==> config.mk <==
export PLATFORM = sky130hd
export DESIGN_NAME = ospi_ctrl
export DESIGN_NICKNAME = d
export VERILOG_FILES = /design/src/rtl/ospi_pkg.sv /design/src/rtl/ospi_clkgen.sv /design/src/rtl/ospi_ctrl.sv
export SDC_FILE = /design/constraint.sdc
export NUM_CORES = 1
export LEC_CHECK = 0
export CAP_MARGIN = 20
export CORE_MARGIN = 1.5
export CORE_UTILIZATION = 35
export DETAILED_ROUTE_END_ITERATION = 6
export PLACE_DENSITY_LB_ADDON = 0.12
export SLEW_MARGIN = 30
export SYNTH_ARGS = -nofsm -noshare
export SYNTH_HDL_FRONTEND = slang
export SYNTH_SLANG_ARGS = --single-unit
==> constraint.sdc <==
create_clock -name clk -period 2.6 [get_ports clk]
set_input_delay 0.65 -clock clk [delete_from_list [all_inputs] [get_ports clk]]
set_output_delay 0.65 -clock clk [all_outputs]
set_load 0.02 [all_outputs]
==> src/rtl/ospi_pkg.sv <==
// ---------------------------------------------------------------------------
// ospi_pkg
// Shared types and constants for the octal-SPI flash controller:
//   - ospi_op_e    : host operation encoding carried on cmd_op
//   - OPC_*        : flash opcode bytes driven during the CMD phase
//   - ospi_state_e : controller FSM states
//   - opcode_of()  : maps a host operation to its flash opcode byte
// ---------------------------------------------------------------------------
package ospi_pkg;

  typedef enum logic [1:0] {
    OP_READ    = 2'b00,
    OP_WRITE   = 2'b01,
    OP_ERASE   = 2'b10,
    OP_ILLEGAL = 2'b11
  } ospi_op_e;

  localparam logic [7:0] OPC_READ  = 8'h03;
  localparam logic [7:0] OPC_WRITE = 8'h02;
  localparam logic [7:0] OPC_ERASE = 8'h20;

  typedef enum logic [3:0] {
    ST_IDLE,
    ST_CS_SETUP,
    ST_CMD,
    ST_ADDR,
    ST_WDATA,
    ST_DUMMY,
    ST_RDATA,
    ST_CS_HOLD,
    ST_DONE
  } ospi_state_e;

  function automatic logic [7:0] opcode_of(input ospi_op_e op);
    logic [7:0] opc;
    case (op)
      OP_READ:  opc = OPC_READ;
      OP_WRITE: opc = OPC_WRITE;
      OP_ERASE: opc = OPC_ERASE;
      default:  opc = 8'h00;
    endcase
    return opc;
  endfunction

endpackage

==> src/rtl/ospi_clkgen.sv <==
// ---------------------------------------------------------------------------
// ospi_clkgen
// Divides clk down to the serial flash clock. Every CLK_DIV clk cycles a
// half-period "tick" is produced while enabled; when run is also high the
// serial clock toggles on each tick, giving one OSPI_CLK period of CLK_DIV
// cycles low followed by CLK_DIV cycles high.
//
// Parameters:
//   CLK_DIV  clk cycles per OSPI_CLK half-period (1..15)
// Ports:
//   clk       in   internal clock, rising edge
//   reset     in   synchronous active-high reset
//   en        in   divider enable; when low the counter and OSPI_CLK clear
//   run       in   allow OSPI_CLK to toggle (low keeps it parked low)
//   ospi_clk  out  serial clock, idles low
//   tick      out  single-cycle strobe at the end of each half-period
//   rise      out  single-cycle strobe: OSPI_CLK goes high at this edge
//   fall      out  single-cycle strobe: OSPI_CLK goes low at this edge
// ---------------------------------------------------------------------------
module ospi_clkgen #(
  parameter int unsigned CLK_DIV = 2
) (
  input  logic clk,
  input  logic reset,
  input  logic en,
  input  logic run,
  output logic ospi_clk,
  output logic tick,
  output logic rise,
  output logic fall
);

  localparam logic [3:0] CNT_LAST = 4'(CLK_DIV - 1);

  logic [3:0] cnt_q, cnt_d;
  logic       clk_q, clk_d;

  always_comb begin
    tick  = en && (cnt_q == CNT_LAST);
    rise  = tick && run && !clk_q;
    fall  = tick && run && clk_q;
    cnt_d = cnt_q;
    clk_d = clk_q;
    if (!en) begin
      cnt_d = '0;
      clk_d = 1'b0;
    end else begin
      cnt_d = tick ? '0 : cnt_q + 4'd1;
      if (rise) begin
        clk_d = 1'b1;
      end else if (fall) begin
        clk_d = 1'b0;
      end
    end
  end

  always_ff @(posedge clk) begin
    if (reset) begin
      cnt_q <= '0;
      clk_q <= 1'b0;
    end else begin
      cnt_q <= cnt_d;
      clk_q <= clk_d;
    end
  end

  assign ospi_clk = clk_q;

endmodule

==> src/rtl/ospi_ctrl.sv <==
// ---------------------------------------------------------------------------
// ospi_ctrl
// Octal-SPI flash controller. Accepts one host command at a time (read,
// write, erase) and runs the matching flash bus sequence:
//   read  : CS_SETUP, CMD, ADDR, DUMMY x DUMMY_CYCLES, RDATA, CS_HOLD, DONE
//   write : CS_SETUP, CMD, ADDR, WDATA, CS_HOLD, DONE
//   erase : CS_SETUP, CMD, ADDR, CS_HOLD, DONE
// An illegal op goes straight to DONE and reports rsp_err without touching
// the flash bus.
//
// Parameters:
//   CLK_DIV       clk cycles per OSPI_CLK half-period (1..15)
//   DUMMY_CYCLES  OSPI_CLK periods of read turnaround (0..15)
// Ports:
//   clk, reset              clock and synchronous active-high reset
//   cmd_valid/cmd_ready     host command handshake (ready only when idle)
//   cmd_op[1:0]             00 read, 01 write, 10 erase, 11 illegal
//   cmd_addr[7:0]           flash byte address
//   cmd_wdata[7:0]          write data
//   rsp_valid               one-cycle completion pulse
//   rsp_rdata[7:0]          last completed read data (held across writes)
//   rsp_err                 illegal-op flag, qualified by rsp_valid
//   OSPI_CLK                serial clock, idles low
//   OSPI_CS                 chip select, active low
//   ospi_io_o/_oe/_i        octal bus drive, drive enable, sample
//   txn_count[15:0]         successful completions, saturating (only when
//                           OSPI_CTRL_TXN_COUNT_EN is defined)
// ---------------------------------------------------------------------------
module ospi_ctrl
  import ospi_pkg::*;
#(
  parameter int unsigned CLK_DIV      = 2,
  parameter int unsigned DUMMY_CYCLES = 4
) (
  input  logic        clk,
  input  logic        reset,
  input  logic        cmd_valid,
  output logic        cmd_ready,
  input  logic [1:0]  cmd_op,
  input  logic [7:0]  cmd_addr,
  input  logic [7:0]  cmd_wdata,
  output logic        rsp_valid,
  output logic [7:0]  rsp_rdata,
  output logic        rsp_err,
  output logic        OSPI_CLK,
  output logic        OSPI_CS,
  output logic [7:0]  ospi_io_o,
  output logic        ospi_io_oe,
  input  logic [7:0]  ospi_io_i
`ifdef OSPI_CTRL_TXN_COUNT_EN
  ,
  output logic [15:0] txn_count
`endif
);

  localparam logic [3:0] DCNT_LAST = 4'(DUMMY_CYCLES - 1);

  ospi_state_e state_q, state_d;
  ospi_op_e    op_q, op_d;
  logic [7:0]  addr_q, addr_d;
  logic [7:0]  wdata_q, wdata_d;
  logic [7:0]  io_o_q, io_o_d;
  logic [7:0]  rx_q, rx_d;
  logic [7:0]  rdata_q, rdata_d;
  logic [3:0]  dcnt_q, dcnt_d;

  logic clk_en, clk_run;
  logic tick, rise, fall;

  ospi_clkgen #(
    .CLK_DIV(CLK_DIV)
  ) u_clkgen (
    .clk     (clk),
    .reset   (reset),
    .en      (clk_en),
    .run     (clk_run),
    .ospi_clk(OSPI_CLK),
    .tick    (tick),
    .rise    (rise),
    .fall    (fall)
  );

  // Phase outputs decode directly from the state register so that a reset
  // edge releases CS and the bus in the same cycle the FSM returns to IDLE.
  always_comb begin
    cmd_ready  = (state_q == ST_IDLE);
    rsp_valid  = (state_q == ST_DONE);
    rsp_err    = (state_q == ST_DONE) && (op_q == OP_ILLEGAL);
    OSPI_CS    = !(state_q inside {ST_CS_SETUP, ST_CMD, ST_ADDR, ST_WDATA,
                                   ST_DUMMY, ST_RDATA, ST_CS_HOLD});
    ospi_io_oe = state_q inside {ST_CMD, ST_ADDR, ST_WDATA};
    clk_en     = !(state_q inside {ST_IDLE, ST_DONE});
    clk_run    = state_q inside {ST_CMD, ST_ADDR, ST_WDATA, ST_DUMMY, ST_RDATA};
  end

  // Bus phases advance on the falling strobe, so the next byte is loaded onto
  // ospi_io_o at the same edge OSPI_CLK drops and is stable for a full low
  // half-period before the flash samples it on the rise.
  always_comb begin
    state_d = state_q;
    op_d    = op_q;
    addr_d  = addr_q;
    wdata_d = wdata_q;
    io_o_d  = io_o_q;
    rx_d    = rx_q;
    rdata_d = rdata_q;
    dcnt_d  = dcnt_q;

    case (state_q)
      ST_IDLE: begin
        if (cmd_valid) begin
          op_d    = ospi_op_e'(cmd_op);
          addr_d  = cmd_addr;
          wdata_d = cmd_wdata;
          state_d = (ospi_op_e'(cmd_op) == OP_ILLEGAL) ? ST_DONE : ST_CS_SETUP;
        end
      end
      ST_CS_SETUP: begin
        if (tick) begin
          io_o_d  = opcode_of(op_q);
          state_d = ST_CMD;
        end
      end
      ST_CMD: begin
        if (fall) begin
          io_o_d  = addr_q;
          state_d = ST_ADDR;
        end
      end
      ST_ADDR: begin
        if (fall) begin
          case (op_q)
            OP_READ: begin
              dcnt_d  = '0;
              state_d = (DUMMY_CYCLES == 0) ? ST_RDATA : ST_DUMMY;
            end
            OP_WRITE: begin
              io_o_d  = wdata_q;
              state_d = ST_WDATA;
            end
            default: state_d = ST_CS_HOLD;
          endcase
        end
      end
      ST_WDATA: begin
        if (fall) begin
          state_d = ST_CS_HOLD;
        end
      end
      ST_DUMMY: begin
        if (fall) begin
          dcnt_d = dcnt_q + 4'd1;
          if (dcnt_q == DCNT_LAST) begin
            state_d = ST_RDATA;
          end
        end
      end
      ST_RDATA: begin
        if (rise) begin
          rx_d = ospi_io_i;
        end
        if (fall) begin
          state_d = ST_CS_HOLD;
        end
      end
      ST_CS_HOLD: begin
        if (tick) begin
          // Commit read data only on completion so rsp_rdata keeps the last
          // completed read until the next one finishes.
          if (op_q == OP_READ) begin
            rdata_d = rx_q;
          end
          state_d = ST_DONE;
        end
      end
      ST_DONE: begin
        state_d = ST_IDLE;
      end
      default: begin
        state_d = ST_IDLE;
      end
    endcase
  end

  always_ff @(posedge clk) begin
    if (reset) begin
      state_q <= ST_IDLE;
      op_q    <= OP_READ;
      addr_q  <= '0;
      wdata_q <= '0;
      io_o_q  <= '0;
      rx_q    <= '1;
      rdata_q <= '1;
      dcnt_q  <= '0;
    end else begin
      state_q <= state_d;
      op_q    <= op_d;
      addr_q  <= addr_d;
      wdata_q <= wdata_d;
      io_o_q  <= io_o_d;
      rx_q    <= rx_d;
      rdata_q <= rdata_d;
      dcnt_q  <= dcnt_d;
    end
  end

  assign ospi_io_o = io_o_q;
  assign rsp_rdata = rdata_q;

`ifdef OSPI_CTRL_TXN_COUNT_EN
  logic [15:0] txn_count_q, txn_count_d;

  always_comb begin
    txn_count_d = txn_count_q;
    if (rsp_valid && !rsp_err && (txn_count_q != 16'hFFFF)) begin
      txn_count_d = txn_count_q + 16'd1;
    end
  end

  always_ff @(posedge clk) begin
    if (reset) begin
      txn_count_q <= '0;
    end else begin
      txn_count_q <= txn_count_d;
    end
  end

  assign txn_count = txn_count_q;
`endif

endmodule

==> results.json <==
{
  "outcome": "finished, final reports clean",
  "whs_ns": 0.459,
  "grt.overflow.total": 0,
  "crit_chain": "nor3_1 -> and2_1 -> and3_1 -> clkdlybuf4s50_1",
  "fp.dieH_um": 87.6,
  "synth_cell_types": 42,
  "min_period_ns": 2.51,
  "placed_cells": 419,
  "routed_wl_mm": 5.50,
  "die_width_um": 87.6,
  "cts-root-buf": "clkbuf_8",
  "hold_viol": 0,
  "wl_per_cell_um": 12.9,
  "final_max_slew_viol_count": 0,
  "io_pins": 51,
  "rows": 30,
  "cts_made_buffers": 5,
  "grt_use_total": 0.151,
  "synth_compound_area_frac": 0.158,
  "dp_hpwl_mm": 3.71,
  "p_leak_nw": 1.14,
  "synth_top_family_by_area": "simple AND/OR/NAND/NOR gates",
  "cts.sinks": 55,
  "worst_ep_arrival_time_ns": 1.86,
  "cts.clk_slew.worst_paths_ns": 0.10,
  "postRouteAntennaNets": 0,
  "h-tree-depth": 2,
  "grt_pass1_wl_mm": 9.03,
  "numPortBuffers": 50,
  "grt_setup_unrepaired": "no",
  "muxShareOfSynthArea": 0.0605,
  "synthesis.nets": 314,
  "synthToLayoutAreaGrowth_pct": 29.1,
  "fin_cells": 427,
  "cts_setup_buffers": 0,
  "ir_worst_vdd_v": 0.000281,
  "critPathCaptureType": "output port",
  "antenna_found_initial": 0,
  "avgSynthCellArea_um2": 8.87,
  "ys_seq_area_frac": 0.440,
  "synth-simple-area-share": 0.273,
  "fin_tns_setup_ns": 0,
  "drc_errors": 0,
  "grt_max_degree": 47,
  "tightestPinTransition_ns": 0.618,
  "p_per_area_nw_per_um2": 788,
  "drt_iter0_drc": 86,
  "cap_violations": 0,
  "avgViaCountPerCell": 4.97,
  "insertion_delay_ns": 0.31,
  "detail_route.first_pass.iterations": 5,
  "place_congestion": 0.805,
  "netlist_instances": 282,
  "via_count": 2122,
  "worstSetupStartpointType": "register",
  "critPathMaxStageDelay_ns": 0.60,
  "period_share": 0.965,
  "clock.fmax_mhz": 399,
  "final_area_um2": 3230,
  "placed_area_um2": 3110,
  "hold_class": "reg2reg",
  "start_util": 0.364,
  "finClkSkew_ns": 0.00586,
  "core_area_um2": 6870,
  "slowest_stage": "clkdlybuf4s50_1",
  "postCtsHoldBufs": 0,
  "clockBufferDepth": 2,
  "synth_xor_area_frac": 0.0140,
  "r2r_slack_ns": 0.56,
  "relSlewSlack": 0.587,
  "synth_area_um2": 2500,
  "setup_viol": 0,
  "cts_tree": "built",
  "worstSetupPathType": "reg2out",
  "ys_seq_elements": 55,
  "total_power_w": 0.00255,
  "nets": 362,
  "synth_adder_area_share": 0.0150,
  "grt_pass1_vias": 1934,
  "ys_warn_count": 0,
  "antennaDiodeCount": 0,
  "required_ns": 1.95,
  "drive_above_1_share": 0.0876,
  "dieArea_um2": 7670,
  "critPathMaxFanout": 3
}
-- layer usage --
| metal | GRT usage | up-vias | wire length, um |
|---|---|---|---|
| met1 | 0.204 | 994 | 2710 |
| li1 | - | 1083 | - |
| met5 | 0 | - | 0 |
| met2 | 0.236 | 38 | 2500 |
| met3 | 0.0368 | 7 | 227 |
| met4 | 0.0519 | 0 | 70 |
-- synth_stat cells --
cell type | n | area [um^2]
and3_1 | 3 | 18.8
mux2i_1 | 14 | 140
o21ai_2 | 1 | 8.76
a211o_1 | 17 | 149
a21oi_1 | 25 | 125
a2111oi_0 | 1 | 8.76
buf_2 | 6 | 30.0
nor4b_1 | 1 | 8.76
xor2_1 | 1 | 8.76
nor3_1 | 5 | 25.0
nor4_2 | 1 | 12.5
and3b_1 | 1 | 8.76
nand4_1 | 1 | 6.26
nand4_4 | 1 | 21.3
and2_1 | 3 | 18.8
mux2_2 | 1 | 11.3
o31ai_1 | 5 | 37.5
nor4_1 | 2 | 12.5
or2_2 | 3 | 18.8
buf_1 | 2 | 7.51
nor2b_1 | 19 | 119
a22oi_1 | 1 | 7.51
nand2b_1 | 3 | 18.8
or4b_1 | 1 | 10.0
o211a_1 | 1 | 10.0
inv_1 | 4 | 15.0
buf_4 | 2 | 15.0
ha_1 | 3 | 37.5
a211oi_1 | 3 | 22.5
nand3_1 | 4 | 20.0
or3_1 | 3 | 18.8
nor3b_4 | 1 | 18.8
nor2_1 | 18 | 67.6
o21ai_0 | 5 | 25.0
nor4_4 | 1 | 21.3
nand3b_1 | 5 | 37.5
xnor2_1 | 3 | 26.3
nand2_1 | 41 | 154
clkbuf_1 | 9 | 33.8
nor3b_1 | 2 | 15.0
or4_1 | 4 | 30.0
dfxtp_1 | 55 | 1100
-- per-stage QoR --
step	utilization	setup WS, ns
after floorplan	-	0.358
after global placement	0.452	0.478
after detailed placement	0.452	0.444
after CTS	0.469	0.0784
after global routing	0.470	0.0183
final	0.470	0.0921
-- registers in the layout, indices dropped and copies added, names as in the netlist --
signal and flops:
ospi_io_o 8, u_clkgen.ospi_clk 1, op_q 2, dcnt_q 4, rsp_rdata 8, rx_q 8
state_q 4, wdata_q 8, u_clkgen.cnt_q 4, addr_q 8
-- where the power goes --
part | leakage (nW) | total [W] | switching (W) | internal, W
clock | 0.0587 | 0.000585 | 0.000293 | 0.000292
combinational | 0.630 | 0.000938 | 0.000526 | 0.000412
sequential | 0.447 | 0.00102 | 0.0000749 | 0.000947
total | 1.14 | 0.00255 | 0.000894 | 0.00165
-- worst paths after layout --
| path | from | to | cells after the start |
|---|---|---|---|
| max | state_q[2] | rsp_err | 4 |
| min reg2reg | wdata_q[5] | wdata_q[5] | 2 |
| max reg2reg | u_clkgen.cnt_q[1] | state_q[2] | 8 |
| min | wdata_q[5] | wdata_q[5] | 2 |
-- critical path, delay by kind of cell (launching register included) --
| kind | cells | cell delay, ns |
|---|---|---|
| buffers and inverters | 1 | 0.60 |
| DFF | 1 | 0.34 |
| and+or+nand+nor | 3 | 0.60 |
-- layout by cell type (no fill, tap or decap), types with 2 or more instances in the layout --
cell             instances
nand2_1                 41
mux2i_1                 14
xnor2_1                  3
o21ai_0                  5
or2_2                    3
nor2_1                  18
a211o_1                 17
buf_4                   10
or3_1                    3
and2_1                   3
or4_1                    4
ha_1                     3
nor2b_1                 19
o31ai_1                  5
nand3b_1                 5
inv_1                    4
nor3b_1                  2
a21oi_1                 25
clkbuf_8                 5
dfxtp_1                 55
nand2b_1                 3
nand3_1                  4
nor3_1                   5
clkdlybuf4s50_1         49
and3_1                   3
nor4_2                   2
a211oi_1                 3
-- layout make-up --
cell class	instances	area (um^2)
fill	699	3640
inverter	4	15.0
clock inverter	3	47.5
timing repair buffer	60	571
multi-input combinational	204	1310
tap	96	120
clock buffer	5	68.8
sequential	55	1100
-- cells by family after synthesis --
logic type      after synthesis
xor+xnor                      4
compound gates               59
mux                          15
flops                        55
buf+inv                      23
simple gates                123
fa+ha+maj                     3
-- what timing repair did --
action,CTS,global route
resized for setup,0,1
endpoints found under the setup margin,0,1
hold endpoints to repair,0,0
(Power assumes the default switching activity.)
